**config.mk**
```make
export PLATFORM = sky130hd
export DESIGN_NAME = uc_secuenciador_flat
export DESIGN_NICKNAME = d
export VERILOG_FILES = /design/src/rtl/uc_secuenciador_pkg.sv /design/src/rtl/uc_secuenciador_if.sv /design/src/rtl/uc_secuenciador_decode.sv /design/src/rtl/uc_secuenciador.sv /design/src/flat_wrapper.sv
export SDC_FILE = /design/constraint.sdc
export NUM_CORES = 1
export LEC_CHECK = 0
export CAP_MARGIN = 20
export CORE_UTILIZATION = 50
export DETAILED_ROUTE_END_ITERATION = 6
export PLACE_DENSITY = 0.85
export REMOVE_ABC_BUFFERS = 1
export SYNTH_ARGS = -nofsm -noshare
export SYNTH_HDL_FRONTEND = slang
export SYNTH_SLANG_ARGS = --single-unit
```
**constraint.sdc**
```tcl
create_clock -name clk -period 1.9 [get_ports clk]
set_clock_uncertainty 0.15 [all_clocks]
set_input_delay 0.19 -clock clk [delete_from_list [all_inputs] [get_ports clk]]
set_output_delay 0.19 -clock clk [all_outputs]
set_load 0.02 [all_outputs]
```
**src/rtl/uc_secuenciador_pkg.sv**
```systemverilog
// Shared types for the multicycle control sequencer:
// state encoding, opcode classes and control-word layout.
package uc_pkg;

   typedef enum logic [2:0] {
      S_IDLE,
      S_FETCH,
      S_DECODE,
      S_EXEC,
      S_HALT
   } state_t;

   localparam logic [3:0] OPC_LOAD = 4'b1000;
   localparam logic [3:0] OPC_JMP  = 4'b1001;
   localparam logic [3:0] OPC_JZ   = 4'b1010;
   localparam logic [3:0] OPC_JNZ  = 4'b1011;
   localparam logic [3:0] OPC_HALT = 4'b1111;

   // Datapath-facing part of the control word, driven only in EXEC.
   typedef struct packed {
      logic       pc_we;
      logic       s_inc;
      logic       s_inm;
      logic       we3;
      logic [2:0] op;
   } exe_t;

   typedef struct packed {
      exe_t exe;
      logic illegal;
      logic halt;
   } ctrl_t;

   localparam exe_t EXE_NONE = '0;

   function automatic logic is_alu(input logic [3:0] cls);
      return !cls[3];
   endfunction

endpackage

```
**src/rtl/uc_secuenciador_if.sv**
```systemverilog
// Program-memory fetch handshake between the sequencer
// and the instruction memory / instruction register.
interface uc_secuenciador_if;
   logic       mem_req;
   logic       mem_rdy;
   logic [5:0] opcode;

   modport master (
      output mem_req,
      input  mem_rdy,
      input  opcode
   );

   modport slave (
      input  mem_req,
      output mem_rdy,
      output opcode
   );
endinterface

```
**src/rtl/uc_secuenciador_decode.sv**
```systemverilog
// Combinational opcode classifier: opcode + sampled z
// to the control word latched by the sequencer.
module uc_decode
   import uc_pkg::*;
(
   input  logic [5:0] opcode,
   input  logic       z,
   output ctrl_t      ctrl
);

   logic [3:0] cls;
   logic       unused_hi;

   assign cls       = opcode[3:0];
   assign unused_hi = ^opcode[5:4];

   always_comb begin
      ctrl = '0;
      unique case (1'b1)
         is_alu(cls): begin
            ctrl.exe.pc_we = 1'b1;
            ctrl.exe.s_inc = 1'b1;
            ctrl.exe.we3   = 1'b1;
            ctrl.exe.op    = cls[2:0];
         end
         cls == OPC_LOAD: begin
            ctrl.exe.pc_we = 1'b1;
            ctrl.exe.s_inc = 1'b1;
            ctrl.exe.s_inm = 1'b1;
            ctrl.exe.we3   = 1'b1;
         end
         cls == OPC_JMP: begin
            ctrl.exe.pc_we = 1'b1;
         end
         cls == OPC_JZ: begin
            ctrl.exe.pc_we = 1'b1;
            ctrl.exe.s_inc = ~z;
         end
         cls == OPC_JNZ: begin
            ctrl.exe.pc_we = 1'b1;
            ctrl.exe.s_inc = z;
         end
         cls == OPC_HALT: begin
            ctrl.halt = 1'b1;
         end
         // 1100..1110: step over as a NOP and flag it
         default: begin
            ctrl.exe.pc_we = 1'b1;
            ctrl.exe.s_inc = 1'b1;
            ctrl.illegal   = 1'b1;
         end
      endcase
   end

endmodule

```
**src/rtl/uc_secuenciador.sv**
```systemverilog
// FETCH/DECODE/EXEC control sequencer for the accumulator
// datapath, with fetch watchdog and retired-instruction counter.
module uc_secuenciador
   import uc_pkg::*;
#(
   parameter int TIMEOUT = 16,
   parameter int CNT_W   = 16
) (
   input  logic             clk,
   input  logic             reset,
   input  logic             start,
   uc_secuenciador_if.master mem,
   input  logic             z,
   output logic             ir_we,
   output logic             pc_we,
   output logic             s_inc,
   output logic             s_inm,
   output logic             we3,
   output logic [2:0]       op,
   output logic             fin,
   output logic             err,
   output logic             busy,
   output logic [CNT_W-1:0] instr_cnt
);

   localparam int WD_W = $clog2(TIMEOUT);
   localparam logic [WD_W-1:0] WD_MAX = WD_W'(TIMEOUT - 1);

   state_t           state_q;
   logic [WD_W-1:0]  wd_q;
   logic [CNT_W-1:0] cnt_q;
   exe_t             ctrl_q;
   logic             mem_req_q;
   logic             fin_q;
   logic             err_q;
   logic             busy_q;
   ctrl_t            dec;

   uc_decode u_dec (
      .opcode (mem.opcode),
      .z      (z),
      .ctrl   (dec)
   );

   always_ff @(posedge clk or negedge reset) begin
      if (!reset) begin
         state_q   <= S_IDLE;
         wd_q      <= '0;
         cnt_q     <= '0;
         ctrl_q    <= EXE_NONE;
         mem_req_q <= 1'b0;
         fin_q     <= 1'b0;
         err_q     <= 1'b0;
         busy_q    <= 1'b0;
      end else begin
         unique case (state_q)
            S_IDLE: begin
               if (start) begin
                  state_q   <= S_FETCH;
                  mem_req_q <= 1'b1;
                  busy_q    <= 1'b1;
               end
            end
            S_FETCH: begin
               // a late mem_rdy at the watchdog limit still wins
               if (mem.mem_rdy) begin
                  state_q   <= S_DECODE;
                  mem_req_q <= 1'b0;
                  wd_q      <= '0;
               end else if (wd_q == WD_MAX) begin
                  state_q   <= S_HALT;
                  mem_req_q <= 1'b0;
                  busy_q    <= 1'b0;
                  fin_q     <= 1'b1;
                  err_q     <= 1'b1;
                  wd_q      <= '0;
               end else begin
                  wd_q <= wd_q + WD_W'(1);
               end
            end
            S_DECODE: begin
               if (dec.halt) begin
                  state_q <= S_HALT;
                  busy_q  <= 1'b0;
                  fin_q   <= 1'b1;
               end else begin
                  state_q <= S_EXEC;
                  ctrl_q  <= dec.exe;
                  if (dec.illegal)
                     err_q <= 1'b1;
               end
            end
            S_EXEC: begin
               state_q   <= S_FETCH;
               ctrl_q    <= EXE_NONE;
               mem_req_q <= 1'b1;
               if (cnt_q != '1)
                  cnt_q <= cnt_q + CNT_W'(1);
            end
            S_HALT: begin
            end
            default: begin
               state_q <= S_IDLE;
            end
         endcase
      end
   end

   assign mem.mem_req = mem_req_q;
   assign ir_we       = mem_req_q & mem.mem_rdy;
   assign pc_we       = ctrl_q.pc_we;
   assign s_inc       = ctrl_q.s_inc;
   assign s_inm       = ctrl_q.s_inm;
   assign we3         = ctrl_q.we3;
   assign op          = ctrl_q.op;
   assign fin         = fin_q;
   assign err         = err_q;
   assign busy        = busy_q;
   assign instr_cnt   = cnt_q;

endmodule

```
**src/flat_wrapper.sv**
```systemverilog
// flat-port wrapper written by rule: the top's interface ports become plain ports
module uc_secuenciador_flat import uc_pkg::*;
#(
   parameter int TIMEOUT = 16,
   parameter int CNT_W   = 16
)
  (clk, reset, start, z, ir_we, pc_we, s_inc, s_inm, we3, op, fin, err, busy, instr_cnt, mem_mem_req, mem_mem_rdy, mem_opcode);
  uc_secuenciador_if mem_i ();
  input  logic clk;
  input  logic reset;
  input  logic start;
  input  logic z;
  output logic ir_we;
  output logic pc_we;
  output logic s_inc;
  output logic s_inm;
  output logic we3;
  output logic [2:0] op;
  output logic fin;
  output logic err;
  output logic busy;
  output logic [CNT_W-1:0] instr_cnt;
  output wire logic [$bits(mem_i.mem_req)-1:0] mem_mem_req;
  input wire logic [$bits(mem_i.mem_rdy)-1:0] mem_mem_rdy;
  input wire logic [$bits(mem_i.opcode)-1:0] mem_opcode;
  assign mem_mem_req = mem_i.mem_req;
  assign mem_i.mem_rdy = mem_mem_rdy;
  assign mem_i.opcode = mem_opcode;
  uc_secuenciador #(.TIMEOUT(TIMEOUT), .CNT_W(CNT_W)) u_core (.clk(clk), .reset(reset), .start(start), .mem(mem_i), .z(z), .ir_we(ir_we), .pc_we(pc_we), .s_inc(s_inc), .s_inm(s_inm), .we3(we3), .op(op), .fin(fin), .err(err), .busy(busy), .instr_cnt(instr_cnt));
endmodule
```
==> summary.txt, run 1 <==
Global route
  – Gr ovfl total: 0
  – Initial antenna violation count: 0
  – Largest net degree at the start of global routing: 35
  – Vias in the first global route: 1410
  – GR Util All Layers: a little under a quarter
  – First-pass GRT wire length: 6250 um

Logic synthesis
  – Top-area cell type share of the netlist area: between 40 and 50%
  – Yosys reg bits: 34
  – Synth top area cells: dfrtp_1 (49%), xnor2_1 (4.5%), nor2_1 (3.5%)
  – Mux share of post-synthesis cell area: about 2.5%
  – Synth Instances: 163
  – Syn Area/Cell: ~11 um2
  – Netlist Area Pre-Place: about 1700 um2
  – Syn. warnings: 0
  – Leading area contributor after synthesis: dfrtp_1
  – Synth Area in Adders: 1.44%
  – Largest family of logic cells by synthesized area: simple AND/OR/NAND/NOR gates
  – Post-synthesis xor/xnor area fraction: 7.58%
  – Synth Area in Compound Gates: approximately 11%
  – Yosys cell types: 42
  – Area share of and/or/nand/nor cells after synthesis: approximately 25%
  – Sequential share of the synthesized area: a little under 50%

CTS
  – Clk Latency, worst-skew pair: between 300 and 400 ps
  – CTS Buffer Depth: 2
  – Clock transition at the registers of the reported paths: ~100 ps
  – Post CTS Setup Buffer Count: 0
  – CTS buffer count: 5
  – Root Buffer: clkbuf_4
  – CTS tree: built
  – CTS HTree Levels: 2
  – Clock Sinks: 34

STA
  – Setup TNS: 0 ps
  – Final worst slack: between 80 and 90 ps
  – Final number of setup-violating endpoints: 0
  – Unrepaired setup endpoints after global routing: false
  – Worst Tran Pin Value: between 400 and 500 ps
  – Max Slew Vio Count: 0
  – Max Fclk: between 0.5 and 0.6 GHz
  – Worst hold slack: roughly 92 ps
  – Final period util: 95.4%
  – Headroom to the max-slew limit: roughly 72%
  – Hold Vio Cnt, Final: 0
  – Crit path time final: approximately 1800 ps

Drt
  – Via-to-Cell Ratio: ~5.6
  – Avg WL per Cell: roughly 14 um
  – Detailed-route via count: 1490
  – Drt pass-1 iters: 4
  – Final wirelength: between 3000 and 4000 um
  – Final ANT Viol Nets: 0
  – Drt drc: 0
  – First-iteration detailed-routing DRC count: 84

Final layout
  – P&R area growth vs syn: 33.6%
  – Fillers: roughly 270
  – Final net count: roughly 230
  – Design Area, Final: approximately 2300 um2
  – Commonest non-fill, non-tap cells in the layout: clkdlybuf4s50_1 (36), dfrtp_1 (34), buf_4 (19)
  – Ant. Diodes: 0
  – Post-layout util: a little over two thirds
  – Commonest non-fill, non-tap cell in the layout: clkdlybuf4s50_1
  – Share of cells above drive strength 1: 16.9%

Floorplan
  – IO Count: 39
  – Chip height: slightly above 60 um
  – Die width: just over 60 um
  – Die area: around 3700 um2
  – Initial core utilization: between 50% and 60%
  – Core Region: between 3000 and 4000 um2
  – Num rows: 21

Power and ir drop
  – Cell-internal power: 1660 uW
  – PwrDens: 1150 nW/um2
  – Switch Pwr: about 1000 uW
  – Comb pwr share: 45.2%
  – Sequential Power Share: roughly 41%
  – Static Leak: about 0.0010 uW
  – Sw Ratio: 37.7%
  – VDD IR max: between 0.0008 and 0.0009 V
  – Clk pwr share: a little over an eighth

Place
  – Detailed placement HPWL: between 2000 and 3000 um
  – Final RePlAce weighted congestion: ~0.82
  – Pre-CTS setup slack: about 110 ps
  – Dpl cell area: ~2300 um2
  – Port-buffer cells: 36

Critical path
  – Arrival @ worst endpoint: 1470 ps
  – Crit path required time: between 1500 and 2000 ps
  – Crit end category: output port
  – Startpoint types: register
  – Reg-to-reg slack, setup: 120 ps
  – Critical path class: reg -> out
  – Largest fanout on the critical path: 4

Worst hold path
  – Worst hold path type: in -> async

Status
  – Status: completed

Run
  – Maxcap violations: 0
[worst max-delay path: stages (launching register included)]
cell             delay [ps]
dfrtp_1                 410
and2_1                  140
clkdlybuf4s50_1         590
[stage by stage]
| stage | instances | power, uW |
|---|---|---|
| after detailed placement | 258 | 2300 |
| final | 265 | 2670 |
| after CTS | 265 | 2670 |
| after floorplan | 157 | 1720 |
| after global routing | 265 | 2840 |
| after global placement | 258 | 2240 |
[worst paths after layout]
| path | from | to | cells past startpoint |
|---|---|---|---|
| worst max-delay path | u_core.mem.mem_req$_DFFE_PN0P_ | ir_we | 2 |
| worst min-delay path | reset | u_core.instr_cnt[13]$_DFFE_PN0P_ | 2 |
| worst max register to register | u_core.state_q[0]$_DFFE_PN0P_ | u_core.we3$_DFFE_PN0P_ | 5 |
| worst min register to register | u_core.fin$_DFFE_PN0P_ | u_core.fin$_DFFE_PN0P_ | 1 |
| max in group asynchronous | reset | u_core.state_q[0]$_DFFE_PN0P_ | 2 |
| min in group clk | u_core.fin$_DFFE_PN0P_ | u_core.fin$_DFFE_PN0P_ | 1 |
[synth_stat cells (all sizes together)]
master  count
nor4        3
nand2      10
a21oi       2
and4        2
a21o        3
or2         3
buf         3
nand3      10
nand2b      2
nor4b       1
clkbuf      3
a31oi       1
a32o        2
nand3b      1
and3        2
and2        1
o21ai       5
nor2       16
mux2        3
nor2b       2
o22ai       2
xor2        6
nor3b       1
nand4       9
inv         3
a311oi      1
and3b       1
or3b        3
o211ai      3
mux2i       1
o32ai       1
ha          2
dfrtp      34
nor3        3
xnor2       9
nand4b      3
nor4bb      1
a22o        5
[power by group through the flow]
stage | clock [uW] | combinational (uW) | sequential (uW)
2_1_floorplan | 0 | 467 | 1250
3_3_place_gp | 0 | 1150 | 1090
3_5_place_dp | 0 | 1200 | 1100
4_1_cts | 373 | 1210 | 1090
5_1_grt | 408 | 1310 | 1120
6_report | 365 | 1210 | 1090
[logic make-up (layout without fill, tap and decap cells)]
kind of cell / Yosys count / in the layout
simple gates: 74 / 74
flops: 34 / 34
compound gates: 25 / 25
xor+xnor: 15 / 15
buf+inv: 9 / 65
mux: 4 / 4
fa+ha+maj: 2 / 2
[layout make-up]
class / count / area [um2] / share of cell area (%)
clock buffer: 7 / 45.0 / 1.95
inverter: 3 / 11.3 / 0.486
multi-input combinational: 120 / 847 / 36.6
sequential: 34 / 851 / 36.8
tap: 46 / 57.6 / 2.49
timing repair buffer: 55 / 503 / 21.7
[flip-flops by register name (all words and copies together), names as in the netlist]
name / cells
u_core.busy: 1
u_core.state_q: 3
u_core.op: 3
u_core.instr_cnt: 16
u_core.err: 1
u_core.fin: 1
u_core.we3: 1
u_core.s_inm: 1
u_core.wd_q: 4
u_core.mem.mem_req: 1
u_core.pc_we: 1
u_core.s_inc: 1
[repair_timing]
item                                    in CTS  in global routing
endpoints found under the setup margin       0                  3
hold buffers                                 0                  0
gates resized for setup                      0                  3
[per-layer routing]
metal	routed length (um)	share of wire (%)	vias to the layer above	GRT usage (%)
met5	0	0	-	0
met3	181	4.7	8	7.04
met4	76	2.0	0	10.1
met2	1880	49	48	37.5
met1	1680	44	725	29.0
li1	-	-	709	-
No activity file was read; power rests on OpenSTA's default activity.
==> run 2: changes to the inputs <==
--- a/config.mk
+++ b/config.mk
@@ -7,6 +7,7 @@
 export LEC_CHECK = 0
 export CAP_MARGIN = 20
 export CORE_UTILIZATION = 50
+export CTS_BUF_LIST = sky130_fd_sc_hd__clkbuf_8
 export DETAILED_ROUTE_END_ITERATION = 6
 export PLACE_DENSITY = 0.85
 export REMOVE_ABC_BUFFERS = 1
==> constraint.sdc (replaced) <==
create_clock -name clk -period 2.3 [get_ports clk]
set_clock_uncertainty 0.15 [all_clocks]
set_input_delay 0.23 -clock clk [delete_from_list [all_inputs] [get_ports clk]]
set_output_delay 0.23 -clock clk [all_outputs]
set_load 0.02 [all_outputs]
==> run 2 against run 1 <==
  * Core utilization fell by 2.6 points
  * Critical path depth up 2
  * Register-to-register slack improved by 170 ps
  * Non-clock buffer count shrank 18
  * Via count decreased by 5.2%
  * Critical path type is now reg -> reg
==> summary.txt, run 2 (synthesis results as in run 1) <==
Status
  – Status: completed

STA
  – Crit path time final: slightly above 2000 ps
  – Setup TNS: 0 ps
  – Final period util: roughly 88%
  – Worst Tran Pin Value: 460 ps
  – Max Fclk: around 0.50 GHz
  – Max Slew Vio Count: 0
  – Unrepaired setup endpoints after global routing: false
  – Hold Vio Cnt, Final: 0
  – Headroom to the max-slew limit: between 60% and 70%
  – Final number of setup-violating endpoints: 0

Final layout
  – P&R area growth vs syn: 28.6%
  – Post-layout util: between 60% and 70%
  – Commonest non-fill, non-tap cells in the layout: clkdlybuf4s50_1 (36), dfrtp_1 (34), nor2_1 (16)
  – Final net count: between 200 and 250
  – Share of cells above drive strength 1: a little under a tenth
  – Commonest non-fill, non-tap cell in the layout: clkdlybuf4s50_1
  – Ant. Diodes: 0
  – Non-filler cells, final: ~250
  – Max reg flops: 16

CTS
  – CTS HTree Levels: 2
  – Post-cts hold buffer count: 0
  – Clock Sinks: 34
  – Post-CTS Resized: 0
  – CTS Buffer Depth: 2
  – Post CTS Setup Buffer Count: 0
  – Root Buffer: clkbuf_8
  – CTS buffer count: 5
  – Clk Latency, worst-skew pair: between 200 and 300 ps
  – Clock transition at the registers of the reported paths: 70 ps
  – CTS tree: built

Critical path
  – Largest fanout on the critical path: 14
  – Critical path class: reg -> reg
  – Arrival @ worst endpoint: slightly above 2000 ps
  – Startpoint types: register
  – Crit path required time: around 2300 ps
  – Crit end category: register

Run
  – Maxcap violations: 0

Floorplan
  – Num rows: 21
  – Chip height: around 61 um
  – Core Region: about 3300 um2
  – Die area: 3710 um2
  – Die width: between 60 and 70 um
  – Initial core utilization: 51.9%
  – IO Count: 39

Drt
  – Final wirelength: 3700 um
  – Drt pass-1 iters: 4
  – Via-to-Cell Ratio: ~5.7
  – First-iteration detailed-routing DRC count: 34
  – Detailed-route via count: roughly 1400
  – Avg WL per Cell: roughly 15 um
  – Final ANT Viol Nets: 0
  – Drt drc: 0

Place
  – Detailed placement HPWL: roughly 2600 um
  – Port-buffer cells: 36
  – Final RePlAce weighted congestion: between 0.8 and 0.9
  – Dpl cells: 240

Power and ir drop
  – VDD IR max: 0.000622 V
  – PwrDens: 1050 nW/um2
  – Cell-internal power: approximately 1500 uW
  – Sequential Power Share: between 30 and 40%
  – Clk pwr share: between 20% and 30%
  – Static Leak: 0.000946 uW
  – Comb pwr share: 37.0%
  – Design Power: about 2300 uW
  – Sw Ratio: between 30% and 40%
  – Switch Pwr: about 850 uW

Global route
  – Initial antenna violation count: 0
  – Largest net degree at the start of global routing: 35
  – First-pass GRT wire length: around 5900 um
  – GR Util All Layers: 22.2%
  – Vias in the first global route: about 1400
  – Gr ovfl total: 0

Worst hold path
  – Worst hold path type: in -> async
[run 2: worst max-delay path: stages, from the launching register on]
cell      delay [ps]
dfrtp_1          510
nand3b_1         400
nor3_1           460
nand4b_1         220
xnor2_1          160
[run 2: cell type report]
| type | instances | area [um2] |
|---|---|---|
| clock inverter | 3 | 40.0 |
| clock buffer | 5 | 68.8 |
| timing repair buffer | 37 | 368 |
| sequential | 34 | 851 |
| multi-input combinational | 120 | 832 |
| tap | 46 | 57.6 |
| inverter | 3 | 11.3 |
| fill | 274 | 1110 |
[run 2: power by group through the flow]
stage                     logic (uW)  registers (uW)  clock network (uW)
final                            866             934                 541
after global routing             946             956                 579
after CTS                        874             931                 557
after detailed placement         867             937                   0
after global placement           834             922                   0
after floorplan                  386            1030                   0
[run 2: final timing paths]
path | startpoint | to | slack [ps] | cells past startpoint
setup reg to reg | u_core.state_q[2]$_DFFE_PN0P_ | u_core.instr_cnt[13]$_DFFE_PN0P_ | 290 | 4
max in group asynchronous | reset | u_core.wd_q[3]$_DFFE_PN0N_ | 1510 | 2
hold / removal | reset | u_core.instr_cnt[13]$_DFFE_PN0P_ | 190 | 2
min in group clk | u_core.fin$_DFFE_PN0P_ | u_core.fin$_DFFE_PN0P_ | 320 | 1
setup / recovery | u_core.state_q[2]$_DFFE_PN0P_ | u_core.instr_cnt[13]$_DFFE_PN0P_ | 290 | 4
hold reg to reg | u_core.fin$_DFFE_PN0P_ | u_core.fin$_DFFE_PN0P_ | 320 | 1
[run 2: through the flow]
step	area (um2)	setup WS [ps]	hold slack, ps
6_report	2230	286	192
5_1_grt	2230	146	236
4_1_cts	2230	306	199
3_5_place_dp	2120	332	301
3_3_place_gp	2120	352	295
2_1_floorplan	1690	513	-216
[run 2: layer usage]
metal | part of all wire [%] | wire length, um | vias up | track usage [%]
met2 | 48 | 1800 | 44 | 36.1
met5 | 0 | 0 | - | 0
met1 | 44 | 1630 | 677 | 25.5
met4 | 2.8 | 102 | 0 | 12.0
li1 | - | - | 678 | -
met3 | 4.9 | 180 | 13 | 8.10
